`src/rtl/fofb_dma_sched.sv`:
```
// FOFB position DMA scheduler: each timeframe's xy_buf frame is split into
// max-payload MWr requests aimed at one host ring slot, followed by an MSI.
module fofb_dma_sched #(
  parameter int FRAME_QW   = 1024,
  parameter int MAX_PLD_DW = 128
) (
  input  logic        clk,
  input  logic        rst,
  input  logic        dma_en_i,
  input  logic        bus_mstr_en_i,
  input  logic [2:0]  mps_i,
  input  logic [31:0] host_base_i,
  input  logic [7:0]  ring_frames_i,
  input  logic        timeframe_end_rise_i,
  input  logic        fofb_rxlink_up_i,
  output logic        wr_req_o,
  input  logic        wr_ack_i,
  input  logic        wr_done_i,
  output logic [31:0] wr_addr_o,
  output logic [9:0]  wr_len_o,
  output logic [9:0]  wr_buf_addr_o,
  output logic        irq_req_o,
  input  logic        irq_ack_i,
  output logic [7:0]  frame_idx_o,
  output logic [15:0] overrun_cnt_o,
  output logic        fofb_dma_ok_o
);
  localparam int FRAME_DW = 2 * FRAME_QW;
  localparam int OFF_W    = $clog2(FRAME_DW) + 1;
  localparam logic [31:0] SLOT_BYTES = 32'(FRAME_QW * 8);

  typedef enum logic [1:0] {
    S_IDLE = 2'd0,
    S_REQ  = 2'd1,
    S_WAIT = 2'd2,
    S_IRQ  = 2'd3
  } state_t;

  state_t           r_state;
  logic [OFF_W-1:0] r_off_dw;
  logic [OFF_W-1:0] r_pld_dw;
  logic [7:0]       r_slot;
  logic             r_ovr_flag;
  logic             r_frame_ovr;

  logic             w_enabled;
  logic             w_start;
  logic             w_overrun;
  logic             w_frame_end;
  logic [OFF_W-1:0] w_pld_now;
  logic [OFF_W-1:0] w_done_off;
  logic [OFF_W-1:0] w_req_off;
  logic [OFF_W-1:0] w_req_pld;
  logic [OFF_W-1:0] w_req_rem;
  logic [OFF_W-1:0] w_req_len;
  logic [31:0]      w_req_addr;
  logic [7:0]       w_last_slot;
  logic [7:0]       w_next_slot;
  logic [11:0]      w_unused_base;

  function automatic logic [OFF_W-1:0] pld_of(input logic [2:0] mps);
    logic [15:0] v_full;
    v_full = 16'd32 << mps;
    return (v_full > 16'(MAX_PLD_DW)) ? OFF_W'(MAX_PLD_DW) : OFF_W'(v_full);
  endfunction

  // Ring slots are 4 KB aligned, so the low base bits never reach the address.
  assign w_unused_base = host_base_i[11:0];

  // Next request: a fresh frame starts at offset 0, otherwise continue after the finished TLP.
  always_comb begin
    w_enabled   = dma_en_i & bus_mstr_en_i;
    w_start     = (r_state == S_IDLE) & timeframe_end_rise_i & w_enabled;
    w_overrun   = (r_state != S_IDLE) & timeframe_end_rise_i;
    w_pld_now   = pld_of(mps_i);
    w_done_off  = r_off_dw + OFF_W'(wr_len_o);
    w_frame_end = (w_done_off == OFF_W'(FRAME_DW));
    w_req_off   = (r_state == S_IDLE) ? {OFF_W{1'b0}} : w_done_off;
    w_req_pld   = (r_state == S_IDLE) ? w_pld_now : r_pld_dw;
    w_req_rem   = OFF_W'(FRAME_DW) - w_req_off;
    w_req_len   = (w_req_pld < w_req_rem) ? w_req_pld : w_req_rem;
    w_req_addr  = {host_base_i[31:12], 12'h000} + 32'(r_slot) * SLOT_BYTES
                  + (32'(w_req_off) << 2);
    w_last_slot = (ring_frames_i == 8'd0) ? 8'd0 : ring_frames_i - 8'd1;
    w_next_slot = (r_slot >= w_last_slot) ? 8'd0 : r_slot + 8'd1;
  end

  // Frame walk FSM with overrun and health tracking; every output is registered.
  always_ff @(posedge clk) begin
    if (rst) begin
      r_state       <= S_IDLE;
      r_off_dw      <= {OFF_W{1'b0}};
      r_pld_dw      <= {OFF_W{1'b0}};
      r_slot        <= 8'd0;
      r_ovr_flag    <= 1'b0;
      r_frame_ovr   <= 1'b0;
      wr_req_o      <= 1'b0;
      wr_addr_o     <= 32'd0;
      wr_len_o      <= 10'd0;
      wr_buf_addr_o <= 10'd0;
      irq_req_o     <= 1'b0;
      frame_idx_o   <= 8'd0;
      overrun_cnt_o <= 16'd0;
      fofb_dma_ok_o <= 1'b0;
    end else begin
      fofb_dma_ok_o <= w_enabled & fofb_rxlink_up_i & ~r_ovr_flag;
      case (r_state)
        S_IDLE: begin
          if (w_start) begin
            r_state       <= S_REQ;
            r_off_dw      <= {OFF_W{1'b0}};
            r_pld_dw      <= w_pld_now;
            r_frame_ovr   <= 1'b0;
            wr_req_o      <= 1'b1;
            wr_addr_o     <= w_req_addr;
            wr_len_o      <= 10'(w_req_len);
            wr_buf_addr_o <= 10'(w_req_off >> 1);
          end
        end
        S_REQ: begin
          if (wr_ack_i) begin
            wr_req_o <= 1'b0;
            r_state  <= S_WAIT;
          end
        end
        S_WAIT: begin
          if (wr_done_i) begin
            r_off_dw <= w_done_off;
            if (!w_enabled) begin
              r_state <= S_IDLE;
            end else if (w_frame_end) begin
              r_state   <= S_IRQ;
              irq_req_o <= 1'b1;
              if (!r_frame_ovr) r_ovr_flag <= 1'b0;
            end else begin
              r_state       <= S_REQ;
              wr_req_o      <= 1'b1;
              wr_addr_o     <= w_req_addr;
              wr_len_o      <= 10'(w_req_len);
              wr_buf_addr_o <= 10'(w_req_off >> 1);
            end
          end
        end
        S_IRQ: begin
          if (irq_ack_i) begin
            irq_req_o   <= 1'b0;
            frame_idx_o <= r_slot;
            r_slot      <= w_next_slot;
            r_state     <= S_IDLE;
          end
        end
        default: begin
          r_state   <= S_IDLE;
          wr_req_o  <= 1'b0;
          irq_req_o <= 1'b0;
        end
      endcase
      // A timeframe arriving while busy is dropped and only counted.
      if (w_overrun) begin
        if (overrun_cnt_o != 16'hFFFF) overrun_cnt_o <= overrun_cnt_o + 16'd1;
        r_ovr_flag  <= 1'b1;
        r_frame_ovr <= 1'b1;
      end
      if (!dma_en_i) r_ovr_flag <= 1'b0;
    end
  end
endmodule

```
`config.mk`:
```
export PLATFORM = sky130hd
export DESIGN_NAME = fofb_dma_sched
export DESIGN_NICKNAME = d
export VERILOG_FILES = /design/src/rtl/fofb_dma_sched.sv
export SDC_FILE = /design/constraint.sdc
export NUM_CORES = 1
export LEC_CHECK = 0
export ABC_AREA = 1
export CORE_MARGIN = 5
export CORE_UTILIZATION = 53
export DETAILED_ROUTE_END_ITERATION = 7
export GPL_ROUTABILITY_DRIVEN = 1
export GPL_TIMING_DRIVEN = 0
export PLACE_DENSITY = 0.81
export SYNTH_ARGS = -nofsm -noshare
export SYNTH_HDL_FRONTEND = slang
export SYNTH_SLANG_ARGS = --single-unit
export TNS_END_PERCENT = 10
```
`constraint.sdc`:
```
create_clock -name clk -period 5 [get_ports clk]
set_input_delay 0.5 -clock clk [delete_from_list [all_inputs] [get_ports clk]]
set_output_delay 0.5 -clock clk [all_outputs]
set_load 0.01 [all_outputs]
```
==> results.sh, run 1 <==
export IMPL_ys_seq_area_share_pct=30.03
export IMPL_min_path_type="reg2reg"
export IMPL_globalplace_congestion=0.8925
export IMPL_regToRegSetupSlack_ns=0.70
export IMPL_p_int_uw=2168
export IMPL_path_clk_slew_ns=0.07
export IMPL_die_w_um=121.6
export IMPL_io_pins=131
export IMPL_switching_power_uw=1502
export IMPL_drive_above_1_share_pct=7.004
export IMPL_r2r_end="wr_addr_o[31]"
export IMPL_timing_slew_headroom_pct=50.34
export IMPL_p_leak_uw=0.003664
export IMPL_drv_slew=0
export IMPL_vias=6593
export IMPL_cts_resized=0
export IMPL_rsz0062_at_grt="no"
export IMPL_ys_ff_latch=99
export IMPL_postSynthCellCount=995
export IMPL_syn2layout_area_growth_pct=25.56
export IMPL_required_ns=5.24
export IMPL_r2r_cells=20
export IMPL_cts_root_buf="clkbuf_16"
export IMPL_grt_antenna_before_repair=0
export IMPL_start_util_pct=54.48
export IMPL_tritoncts="done"
export IMPL_yosysWarnings=0
export IMPL_hold_violations=0
export IMPL_antenna_left=0
export IMPL_die_h_um=121.6
export IMPL_sw_frac_of_total_pct=40.93
export IMPL_design_area_sq_um=8285
export IMPL_clk_latency_ns=0.35
export IMPL_cp_slowest_cell="a21boi_0"
export IMPL_design_die_area_sq_um=14780
export IMPL_crit_path_max_fanout=6
export IMPL_stdcell_count=1296
export IMPL_place_hpwl_um=13990
export IMPL_p_per_area_nw_per_um2=443.0
export IMPL_critPathMostFrequentCell="nand2_1"
export IMPL_clockPowerShare_pct=20.0
export IMPL_fin_nets=1225
export IMPL_placed_area_sq_um=7974
export IMPL_crit_reg2reg_launch="wr_len_o[9]"
export IMPL_core_area_sq_um=12110
export IMPL_fin_crit_ns=4.296
export IMPL_cpPeakStageDelay_ns=0.48
export IMPL_grt_max_degree=17
export IMPL_critPathCaptureType="register"
export IMPL_vdd_drop_max_uv=207.1
export IMPL_tns_ns=0
export IMPL_crit_type="reg2reg"
export IMPL_min_period_over_period_pct=85.93
export IMPL_worstHoldEndpoint="r_pld_dw[9]"
export IMPL_setup_violations=0
export IMPL_gr_total_overflow=0
export IMPL_tightest_slew_ns=0.7449
export IMPL_worst_setup_path_start_kind="register"
export IMPL_seq_area_sq_um=1982
export IMPL_drt_iter0_drc=382
export IMPL_status="completed"
export IMPL_grt_pass1_wl_um=28620
export IMPL_fin_skew_ns=0.004962
export IMPL_cp_cell_sequence="ha_1 > nand2_1 > inv_1 > a21boi_1 > nand3_1 > nand2_1 > nand2_1 > nor2_1 > fa_1 > ha_1 > fa_1 > nand3_1 > nand2_1 > nand4_1 > nand2_1 > a21boi_0 > nor2_1 > nand2_1 > xor2_1 > a21oi_2"
export IMPL_hold_start="r_pld_dw[9]"
export IMPL_synth_cell_types=44
export IMPL_dp_cells=1280
export IMPL_cap_violations=0
export IMPL_cts_setup_buffers=0
export IMPL_io_buffers=116
export IMPL_multi_input_area_sq_um=3941
export IMPL_diodes=0
export IMPL_grt_pass1_vias=6056
export IMPL_drc=0
export IMPL_clock_sinks=99
export IMPL_wl_per_cell_um=13.55
export IMPL_grt_usage_pct=23.91
export IMPL_cts_buffer_depth=2
export IMPL_max_freq_mhz=232.7
export IMPL_numCtsBuffers=9
export IMPL_drt_pass1_iter_count=5
export IMPL_fill_cells=1130
export IMPL_synth_area_sq_um=6599
export IMPL_core_rowCount=40
export IMPL_comb_power_share_pct=51.3
export IMPL_whs_path_depth=2
export IMPL_cts_htree_levels=3
export IMPL_cts_hold_buf=0
export IMPL_worstPathArrival_ns=4.54
export IMPL_avgSynthCellArea_sq_um=6.632
export IMPL_wl_um=17560
export IMPL_sequentialPowerShare_pct=28.7
export IMPL_via_per_inst=5.087
export IMPL_hold_worst_slack_ns=0.4393
[through the flow]
| stage | power [uW] | setup slack [ns] | util (%) |
|---|---|---|---|
| after floorplan | 2259 | 1.278 | - |
| after global placement | 2907 | 0.7933 | 65.84 |
| after detailed placement | 2939 | 0.7202 | 65.84 |
| after CTS | 3681 | 0.7140 | 68.41 |
| after global routing | 3948 | 0.3194 | 68.41 |
| final | 3671 | 0.7035 | 68.41 |
[critical path, delay by kind of cell (launching register included)]
kind | cells | cell delay, ns
simple gates | 11 | 1.24
flops | 1 | 0.35
fa+ha+maj | 4 | 1.57
xor+xnor | 1 | 0.18
buf+inv | 1 | 0.04
compound gates | 3 | 0.79
[cells in the mapped netlist (all sizes together)]
| master | instances | area share [%] |
|---|---|---|
| o21ai | 51 | 3.9 |
| clkbuf | 16 | 0.91 |
| a21oi | 71 | 5.7 |
| fa | 3 | 0.91 |
| nand3 | 65 | 5.6 |
| o221ai | 1 | 0.23 |
| and3 | 1 | 0.095 |
| a21o | 1 | 0.11 |
| nand2 | 242 | 14 |
| nor4 | 2 | 0.19 |
| xnor2 | 7 | 0.93 |
| buf | 19 | 2.3 |
| nand3b | 1 | 0.11 |
| conb | 1 | 0.057 |
| nor2 | 161 | 9.8 |
| inv | 123 | 7.0 |
| a21boi | 8 | 0.91 |
| o21ba | 1 | 0.15 |
| a211oi | 1 | 0.11 |
| or2 | 2 | 0.19 |
| clkinv | 1 | 0.057 |
| o2111a | 1 | 0.17 |
| a31oi | 3 | 0.28 |
| ha | 47 | 8.9 |
| dfxtp | 99 | 30 |
| nand4 | 23 | 2.2 |
| xor2 | 21 | 2.8 |
| nor3b | 4 | 0.46 |
| nor3 | 18 | 1.5 |
| o21a | 1 | 0.11 |
[cell families (layout without fill, tap and decap cells)]
| group | Yosys count | count (layout) | synth area share [%] |
|---|---|---|---|
| AO/OA/AOI/OAI | 139 | 139 | 11.62 |
| AND/OR/NAND/NOR | 519 | 519 | 34.45 |
| other | 1 | 2 | 0.05683 |
| buffers and inverters | 159 | 291 | 10.30 |
| adder cells (fa/ha/maj) | 50 | 50 | 9.822 |
| XOR/XNOR | 28 | 28 | 3.716 |
| flip-flops | 99 | 99 | 30.03 |
[metal layers]
layer | GRT usage [%] | vias up | share of wire [%] | wire (um)
met5 | 0 | - | 0 | 0
met4 | 7.563 | 0 | 1.9 | 331
met3 | 4.875 | 26 | 6.7 | 1183
met2 | 39.07 | 183 | 46 | 8064
met1 | 31.80 | 2925 | 45 | 7981
li1 | - | 3459 | - | -
[layout by cell type, fill, tap and decap left out, types with 2 or more instances in the layout]
master and count:
o21ai_1 5, nor3_1 17, clkbuf_16 9, a31oi_1 3, nor3b_1 4, dfxtp_1 99
a21oi_2 5, xor2_1 21, inv_1 113, nand2_2 8, fa_1 3, or2_2 2
clkbuf_8 2, nand2_1 232, clkbuf_1 17, buf_2 3, inv_6 2, buf_6 5
nor4_1 2, clkdlybuf4s50_1 116, nand4_1 23, nand2_4 2, buf_4 11, a21boi_0 7
conb_1 2, nor2_4 2, o21ai_0 46, inv_2 10, nor2_1 153, a21oi_1 66
ha_1 47, nand3_1 58, nand3_2 6, xnor2_1 7, nor2_2 5
[how the worst max path moves through the flow]
stage / start / to / slack [ns] / cells past startpoint
after floorplan: wr_len_o[2] / wr_addr_o[31] / 1.28 / 22
after global placement: wr_len_o[9] / wr_addr_o[31] / 0.79 / 20
after detailed placement: wr_len_o[9] / wr_addr_o[31] / 0.72 / 20
after CTS: wr_len_o[9] / wr_addr_o[31] / 0.71 / 20
after global routing: r_state[1] / wr_len_o[0] / 0.32 / 23
final: wr_len_o[9] / wr_addr_o[31] / 0.70 / 20
[power groups by stage]
stage          Sequential, uW  Combinational (uW)  Clock [uW]
3_3_place_gp             1070                1840           0
6_report                 1050                1880         734
5_1_grt                  1080                2090         780
2_1_floorplan            1120                1140           0
4_1_cts                  1060                1880         744
3_5_place_dp             1070                1870           0
[cell type report]
type | instances | area share (%)
Sequential cell | 99 | 23.92
Clock inverter | 4 | 0.6645
Clock buffer | 12 | 3.096
Multi-Input combinational cell | 738 | 47.57
Buffer | 35 | 2.582
Timing Repair Buffer | 116 | 14.01
Inverter | 124 | 5.618
Tap cell | 168 | 2.537
[flip-flops by register name, indices dropped and copies added, names as in the netlist]
name           cells
wr_len_o          10
wr_addr_o         30
r_state            2
r_ovr_flag         1
r_off_dw          12
frame_idx_o        8
overrun_cnt_o     16
r_slot             8
wr_buf_addr_o      1
r_pld_dw           7
r_frame_ovr        1
fofb_dma_ok_o      1
wr_req_o           1
irq_req_o          1
Power figures use the tool's default switching activity.
==> inputs of run 2 (changes only) <==
Settings changed: CORE_UTILIZATION 53 to 25, PLACE_DENSITY 0.81 to 0.44.
==> run 2 against run 1 <==
Against the previous run:
- maximum frequency shrank 3.0%
- global-route usage shrank 9.5 points
- largest cell class unchanged
- flip-flop and latch count is the same
- hold slack lost 0.018 ns
- critical endpoint unchanged
- worst setup slack lost 0.13 ns
- clock skew grew 0.0035 ns
- routed wire length grew 21%
- first-iteration DRC count shrank 36%
- die area grew 100%
==> results.sh, run 2 (same netlist as run 1, synthesis figures left out) <==
export IMPL_wl_um=21300
export IMPL_cp_slowest_cell="fa_1"
export IMPL_required_ns=5.23
export IMPL_rsz0062_at_grt="no"
export IMPL_final_common_cell="nand2_1"
export IMPL_cp_cell_sequence="ha_1 > nand2_1 > inv_1 > a21boi_1 > nand3_1 > nand2_1 > nand2_1 > nor2_1 > fa_1 > ha_1 > fa_1 > nand3_1 > nand2_1 > nand4_1 > nand2_1 > a21boi_0 > nor2_1 > nand2_1 > xor2_1 > a21oi_2"
export IMPL_cts_root_buf="clkbuf_16"
export IMPL_whs_path_depth=1
export IMPL_syn2layout_area_growth_pct=28.31
export IMPL_sequentialPowerShare_pct=28.8
export IMPL_wl_per_cell_um=14.58
export IMPL_tightest_slew_ns=0.7551
export IMPL_clock_sinks=99
export IMPL_largestRegisters="wr_addr_o (30), overrun_cnt_o (16), r_off_dw (12)"
export IMPL_core_area_sq_um=26060
export IMPL_r2r_cells=20
export IMPL_tritoncts="done"
export IMPL_min_period_over_period_pct=88.62
export IMPL_io_pins=131
export IMPL_antenna_left=0
export IMPL_regMostFlops="wr_addr_o"
export IMPL_critPathCaptureType="register"
export IMPL_setup_violations=0
export IMPL_cts_htree_levels=3
export IMPL_power_total_uw=3685
export IMPL_numCtsBuffers=9
export IMPL_path_depth=20
export IMPL_drc=0
export IMPL_layout_common_cells="232 x nand2_1, 153 x nor2_1, 116 x clkdlybuf4s50_1"
export IMPL_comb_power_share_pct=51.9
export IMPL_vdd_drop_max_uv=175.5
export IMPL_clockPowerShare_pct=19.3
export IMPL_gr_total_overflow=0
export IMPL_crit_reg2reg_launch="wr_len_o[9]"
export IMPL_fin_crit_ns=4.431
export IMPL_fin_nets=1225
export IMPL_seq_area_sq_um=1982
export IMPL_critPathMostFrequentCell="nand2_1"
export IMPL_cts_hold_buf=0
export IMPL_drt_iter0_drc=244
export IMPL_cts_buffer_depth=2
export IMPL_hold_violations=0
export IMPL_clk_latency_ns=0.35
export IMPL_drv_slew=0
export IMPL_grt_pass1_wl_um=33460
export IMPL_grt_usage_pct=14.42
export IMPL_fin_skew_ns=0.008452
export IMPL_p_int_uw=2146
export IMPL_cts_setup_buffers=0
export IMPL_place_hpwl_um=17360
export IMPL_die_w_um=172.5
export IMPL_p_per_area_nw_per_um2=435.3
export IMPL_fill_cells=2874
export IMPL_io_buffers=116
export IMPL_tns_ns=0
export IMPL_status="completed"
export IMPL_setup_worst_path_start="wr_len_o[9]"
export IMPL_crit_family="adder cells"
export IMPL_cap_violations=0
export IMPL_drt_pass1_iter_count=5
export IMPL_p_leak_uw=0.003649
export IMPL_max_freq_mhz=225.7
export IMPL_diodes=0
export IMPL_die_h_um=172.5
export IMPL_hold_start="r_ovr_flag"
export IMPL_grt_max_degree=15
export IMPL_cts_resized=0
export IMPL_crit_type="reg2reg"
export IMPL_design_die_area_sq_um=29740
export IMPL_worstPathArrival_ns=4.66
export IMPL_switching_power_uw=1539
export IMPL_vias=6471
export IMPL_globalplace_congestion=0.8156
export IMPL_path_buf_inv=1
export IMPL_worst_setup_path_start_kind="register"
export IMPL_min_path_type="reg2reg"
export IMPL_largest_reg_flops=30
export IMPL_grt_antenna_before_repair=2
export IMPL_core_rowCount=59
export IMPL_path_clk_slew_ns=0.07
export IMPL_timing_slew_headroom_pct=49.66
export IMPL_start_util_pct=25.32
export IMPL_drive_above_1_share_pct=6.750
export IMPL_via_per_inst=4.429
export IMPL_grt_pass1_vias=6145
export IMPL_cpPeakStageDelay_ns=0.49
export IMPL_multi_input_area_sq_um=3941
export IMPL_sw_frac_of_total_pct=41.76
export IMPL_crit_path_max_fanout=6
## run 2: cell types whose count changed in the layout (fill, tap and decap cells not counted)
cell	before	now
inv_6	2	0
clkbuf_1	17	18
clkbuf_8	2	1
## run 2: layout make-up
| type | count | area share, % |
|---|---|---|
| flip-flops and latches | 99 | 23.41 |
| repair buffers | 116 | 13.71 |
| multi-input cells | 738 | 46.55 |
| plain buffers | 35 | 2.527 |
| inverters | 124 | 5.497 |
| clock buffers | 12 | 2.911 |
| well taps | 335 | 4.950 |
| clock inverters | 2 | 0.4433 |
## run 2: layer usage
layer / track usage, % / wire (um)
met4: 3.554 / 242
met2: 23.66 / 9819
met5: 0 / 25
met1: 19.45 / 10270
met3: 2.949 / 941
## run 2: power by group through the flow
| stage | combinational (uW) | clock (uW) | sequential (uW) |
|---|---|---|---|
| after CTS | 1950 | 738 | 1070 |
| after floorplan | 1140 | 0 | 1120 |
| final | 1910 | 712 | 1060 |
| after global placement | 1940 | 0 | 1080 |
| after global routing | 2150 | 769 | 1090 |
| after detailed placement | 1940 | 0 | 1090 |
## run 2: path summary, 6_finish.rpt
path,slack (ns),end
setup / recovery,0.57,wr_addr_o[31]
hold / removal,0.42,fofb_dma_ok_o
setup reg to reg,0.57,wr_addr_o[31]
hold reg to reg,0.42,fofb_dma_ok_o
## run 2: worst register-to-register path: stages, from the launching register on
cell and delay (ns):
dfxtp_1 0.34, ha_1 0.39, nand2_1 0.12, inv_1 0.04
a21boi_1 0.28, nand3_1 0.15, nand2_1 0.08, nand2_1 0.07
nor2_1 0.31, fa_1 0.49, ha_1 0.30, fa_1 0.43
nand3_1 0.09, nand2_1 0.10, nand4_1 0.09, nand2_1 0.10
a21boi_0 0.45, nor2_1 0.14, nand2_1 0.10, xor2_1 0.18
a21oi_2 0.07
## run 2: stage by stage
step | hold WS, ns | util (%) | cells | instance area, sq um | worst slack, ns
4_1_cts | 0.4258 | 32.49 | 1461 | 8467 | 0.4983
2_1_floorplan | 0.3979 | - | 996 | 6603 | 1.278
3_5_place_dp | 0.4154 | 31.40 | 1447 | 8183 | 0.5368
6_report | 0.4215 | 32.49 | 1461 | 8467 | 0.5691
5_1_grt | 0.4466 | 32.49 | 1461 | 8467 | 0.07537
3_3_place_gp | 0.4231 | 31.40 | 1447 | 8183 | 0.5133
==> inputs of run 3 (changes only) <==
--- a/config.mk
+++ b/config.mk
@@ -13,4 +13,5 @@
 export GPL_TIMING_DRIVEN = 0
 export PLACE_DENSITY = 0.44
+export SKIP_LAST_GASP = 1
 export SYNTH_ARGS = -nofsm -noshare
 export SYNTH_HDL_FRONTEND = slang
==> constraint.sdc (replaced) <==
create_clock -name clk -period 5 [get_ports clk]
set_input_delay 1 -clock clk [delete_from_list [all_inputs] [get_ports clk]]
set_output_delay 1 -clock clk [all_outputs]
set_load 0.01 [all_outputs]
==> results of run 3 <==
No change in the layout: final DEF, timing and power equal those of run 2.
